===== config.mk =====
export PLATFORM = sky130hd
export DESIGN_NAME = matrix_ram_loader
export DESIGN_NICKNAME = d
export VERILOG_FILES = /design/src/rtl/matrix_ram_loader.sv
export SDC_FILE = /design/constraint.sdc
export NUM_CORES = 1
export LEC_CHECK = 0
export BUFFER_PORTS_ARGS = -buffer_cell sky130_fd_sc_hd__buf_2
export CAP_MARGIN = 25
export CORE_AREA = 2 2 189 228
export DETAILED_ROUTE_END_ITERATION = 6
export DIE_AREA = 0 0 191 230
export HOLD_SLACK_MARGIN = 0.1
export PLACE_DENSITY = 0.55
export SKIP_LAST_GASP = 1
export SLEW_MARGIN = 15
export SYNTH_ARGS = -nofsm -noshare
export SYNTH_HDL_FRONTEND = slang
export SYNTH_SLANG_ARGS = --single-unit

===== constraint.sdc =====
create_clock -name clock -period 3.1 [get_ports clock]
set_input_delay 0.155 -clock clock [delete_from_list [all_inputs] [get_ports clock]]
set_output_delay 0.155 -clock clock [all_outputs]
set_load 0.05 [all_outputs]

===== src/rtl/matrix_ram_loader.sv =====
// Byte-stream loader for the matrix RAM: packs 25-byte matrices A and B into
// consecutive RAM words at BASE_ADDR and BASE_ADDR+1.
module matrix_ram_loader #(
    parameter int ELEM_WIDTH = 8,
    parameter int ELEM_COUNT = 25,
    parameter int RAM_WIDTH  = 256,
    parameter int ADDR_WIDTH = 8,
    parameter int BASE_ADDR  = 0
) (
    input  logic                  clock,
    input  logic                  reset,
    input  logic                  clear,
    input  logic [ELEM_WIDTH-1:0] in_data,
    input  logic                  in_valid,
    output logic                  in_ready,
    output logic [ADDR_WIDTH-1:0] ram_address,
    output logic [RAM_WIDTH-1:0]  ram_data,
    output logic                  ram_wren,
    output logic                  loading_b,
    output logic [4:0]            elem_count,
    output logic                  load_done
);

    localparam int PACK_W = ELEM_WIDTH * ELEM_COUNT;
    localparam logic [4:0] LAST_ELEM = 5'(ELEM_COUNT - 1);

    typedef enum logic [2:0] {
        FILL_A,
        WRITE_A,
        FILL_B,
        WRITE_B,
        DONE
    } state_t;

    state_t                state, next_state;
    logic [PACK_W-1:0]     pack, next_pack;
    logic [4:0]            next_count;
    logic                  next_loading_b;
    logic [RAM_WIDTH-1:0]  next_word;
    logic                  fire;

    assign fire = in_valid && in_ready;

    always_comb begin
        next_state     = state;
        next_pack      = pack;
        next_count     = elem_count;
        next_loading_b = loading_b;

        case (state)
            FILL_A, FILL_B: begin
                if (clear) begin
                    next_state     = FILL_A;
                    next_pack      = '0;
                    next_count     = '0;
                    next_loading_b = 1'b0;
                end else if (fire) begin
                    for (int unsigned k = 0; k < ELEM_COUNT; k++) begin
                        if (elem_count == 5'(k)) begin
                            next_pack[ELEM_WIDTH*k +: ELEM_WIDTH] = in_data;
                        end
                    end
                    if (elem_count == LAST_ELEM) begin
                        next_count = '0;
                        next_state = (state == FILL_A) ? WRITE_A : WRITE_B;
                    end else begin
                        next_count = elem_count + 5'd1;
                    end
                end
            end
            WRITE_A: begin
                // The write itself is already on the bus; a clear here only redirects what follows.
                next_pack = '0;
                if (clear) begin
                    next_state     = FILL_A;
                    next_loading_b = 1'b0;
                end else begin
                    next_state     = FILL_B;
                    next_loading_b = 1'b1;
                end
            end
            WRITE_B: begin
                if (clear) begin
                    next_state     = FILL_A;
                    next_pack      = '0;
                    next_loading_b = 1'b0;
                end else begin
                    next_state = DONE;
                end
            end
            DONE: begin
                next_state     = FILL_A;
                next_pack      = '0;
                next_count     = '0;
                next_loading_b = 1'b0;
            end
            default: begin
                next_state     = FILL_A;
                next_pack      = '0;
                next_count     = '0;
                next_loading_b = 1'b0;
            end
        endcase

        next_word               = '0;
        next_word[PACK_W-1:0]   = next_pack;
    end

    // Outputs are registered decodes of the state being entered.
    always_ff @(posedge clock) begin
        if (reset) begin
            state       <= FILL_A;
            pack        <= '0;
            elem_count  <= '0;
            loading_b   <= 1'b0;
            in_ready    <= 1'b0;
            ram_wren    <= 1'b0;
            ram_address <= ADDR_WIDTH'(BASE_ADDR);
            ram_data    <= '0;
            load_done   <= 1'b0;
        end else begin
            state      <= next_state;
            pack       <= next_pack;
            elem_count <= next_count;
            loading_b  <= next_loading_b;
            in_ready   <= (next_state == FILL_A) || (next_state == FILL_B);
            ram_wren   <= (next_state == WRITE_A) || (next_state == WRITE_B);
            load_done  <= (next_state == DONE);
            if (next_state == WRITE_A) begin
                ram_address <= ADDR_WIDTH'(BASE_ADDR);
                ram_data    <= next_word;
            end else if (next_state == WRITE_B) begin
                ram_address <= ADDR_WIDTH'(BASE_ADDR + 1);
                ram_data    <= next_word;
            end
        end
    end

endmodule


==> metrics <==
status=finished, final reports clean; Final WS setup=0.246 ns; Die Wd=around 190 um; initial antenna violation count=0; number of diodes=0; kind of critical path=reg2reg; Synthesis Warnings=0; die footprint=about 44,000 um^2; Min Clock Period, post-route=roughly 2.9 ns; drt initial violations=between 800 and 900; critical-path cell list=or3_4 -> nor4b_4 -> buf_4 -> buf_6 -> nand2_1 -> a21oi_1 -> dlygate4sd3_1; # clock sinks=405; number of top-level pins=roughly 290; post-DP HPWL=between 20,000 and 30,000 um; nets=1,751; Unique masters post-synth=41; hold slack final=0.252 ns; synthesized flop and latch total=approximately 410; final critical-path share of the clock period=just over 90%; DRC Markers=0; Worst R2R Setup Slack=~0.25 ns; post-synthesis average cell area=approximately 9.4 um^2; commonest non-fill, non-tap cells in the layout=405 x dfxtp_1, 230 x nor2_1, 220 x buf_2; count of flip-flops with a built-in enable after synthesis=0; delay of the slowest critical-path stage=0.58 ns; DR WL/cell=roughly 19 um; Slew @ Worst Pin=1.01 ns; first-pass GRT wire length=~67,000 um; clock insertion delay at the later pin of the skew report=between 0.5 and 0.6 ns; Reg-to-Reg End=ram_data[193]; Syn Inst Count=between 1,500 and 2,000; die extent in y=approximately 230 um; CTS Buf Count=between 40 and 50; fin cells=2,310; CTS H-tree lvls=2; Inst Count DP=2,218; RSZ-0062 raised after global routing=false; final wirelength=~44,000 um; PortBufs=about 220; Mapped Area=about 14,000 um^2; grt ovf=0; Static Leak=7.16 nW; Post-synth top flop=dfxtp_1; Slew HR=32.6%; Hold Fails Final Rpt=0; initial core utilization=34.8%; sequential fraction of the synthesis area=56.0%; drt via density=just over 5; setup violators final=0; Worst Setup End Kind=register; clk buf depth=3; core box area=between 40,000 and 50,000 um^2; Setup TNS=0 ns; Worst Hold Class=in2reg; Crit-path slowest cell=dfxtp_1; layout cells sized above 1=20.9%; largest net degree at the start of global routing=approximately 110; WP data required=roughly 3.6 ns; most common cell after layout, fill and taps aside=dfxtp_1; r2r startpoint=state[0]; DRT Pass-1 Iters=5; row count=between 80 and 90; CP Launch Type=register; pre-CTS setup slack=between 0.4 and 0.5 ns; CP Launch Point=state[0]; DR vias=~12,000; CTS clk-pin slew, worst paths=roughly 0.06 ns; vias in the first global route=11,100; Post-DRT Antenna Nets=0; reg2reg path depth=7; Worst Path Max Fanout=63; Worst Setup EP=ram_data[193]; Root Driver=clkbuf_16; power per cell area=619 nW/um^2; GRT Overall Usage=between 10% and 20%; Final Power=around 11 mW; number of max-cap violations=0; critical path arrival=approximately 3.4 ns; RePlAce Congestion=roughly 0.80; Clock Skews=between 0.015 and 0.02 ns; P&R area growth vs syn=20.2%; VDD IR max=approximately 0.00039 V; CTS tree=done; Slew Limit Fails=0; Achievable Freq=between 300 and 400 MHz; post-synthesis async set-or-reset flop share=0%
==> worst min-delay path by stage <==
stage                   start             end  slack, ns  cells after the start
6_report                clear   elem_count[2]       0.25                      5
5_1_grt                 clear   elem_count[1]       0.30                      5
4_1_cts                 clear   elem_count[2]       0.21                      5
3_5_place_dp   ram_address[0]  ram_address[0]       0.45                      2
3_3_place_gp   ram_address[0]  ram_address[0]       0.44                      2
2_1_floorplan      in_data[0]   ram_data[192]       0.29                      2
==> kinds of logic after synthesis <==
kind of cell	Yosys count	share of synthesized area, %
flip-flops	405	56.0
XOR/XNOR	1	0.0606
adder cells (fa/ha/maj)	5	0.432
multiplexers	11	0.839
AO/OA/AOI/OAI	606	25.4
other	1	0.0259
buffers and inverters	200	7.27
AND/OR/NAND/NOR	317	9.89
==> Yosys cell counts, types with 4 or more instances <==
| cell | count | area, um^2 |
|---|---|---|
| a22oi_1 | 176 | 1320 |
| dfxtp_1 | 405 | 8110 |
| clkbuf_1 | 78 | 293 |
| a211oi_2 | 22 | 275 |
| nor2_1 | 230 | 863 |
| buf_2 | 49 | 245 |
| and4b_1 | 6 | 60.1 |
| o21ai_0 | 195 | 976 |
| a32oi_1 | 8 | 70.1 |
| mux2_2 | 9 | 101 |
| ha_1 | 5 | 62.6 |
| or4b_1 | 8 | 80.1 |
| inv_1 | 4 | 15.0 |
| nand3_1 | 8 | 40.0 |
| nand2b_1 | 4 | 25.0 |
| a21oi_1 | 202 | 1010 |
| nand2_1 | 30 | 113 |
| buf_1 | 5 | 18.8 |
| nor3_1 | 6 | 30.0 |
| buf_4 | 64 | 480 |
==> power by group <==
part	internal (mW)	switching (mW)	leakage, nW
Clock	3.03	2.05	0.677
Sequential	5.21	0.00338	3.26
Combinational	0.0671	0.394	3.23
Total	8.30	2.45	7.16
==> cell type report <==
cell class	count	area, um^2
clock buffer	62	1200
sequential	405	8110
tap	546	683
timing repair buffer	279	1640
fill	4176	24200
inverter	4	17.5
multi-input combinational	1003	5550
clock inverter	11	180
==> layer usage <==
metal	wire length [um]	global-route usage [%]	vias to the layer above	share of wire, %
met5	0	0	-	0
met4	1340	6.69	0	3.0
met3	2550	3.51	77	5.8
met2	20600	31.3	394	47
met1	19700	26.4	5695	45
li1	-	-	5763	-
==> flip-flops by register name, indices dropped and copies added, names as in the netlist <==
signal,flops
ram_data,200
elem_count,5
in_ready,1
pack,192
state,3
loading_b,1
load_done,1
ram_wren,1
ram_address,1
==> metrics by stage <==
| stage | util (%) | instance area (um^2) |
|---|---|---|
| after floorplan | - | 14700 |
| after global placement | 38.0 | 15800 |
| after detailed placement | 38.0 | 15800 |
| after CTS | 41.8 | 17400 |
| after global routing | 41.8 | 17400 |
| final | 41.8 | 17400 |
==> critical path, delay by kind of cell, from the launching register on <==
family / cells / cell delay (ns)
and+or+nand+nor: 3 / 0.89
buffers and inverters: 3 / 1.17
DFF: 1 / 0.58
AOI/OAI and AO/OA: 1 / 0.14
==> timing repair <==
action | CTS | global route
gates resized for setup | 0 | 1
hold endpoints to repair | 48 | 0
hold buffers | 18 | 0
buffers inserted | 0 | 0
endpoints found under the setup margin | 0 | 8
Power figures use the tool's default switching activity.
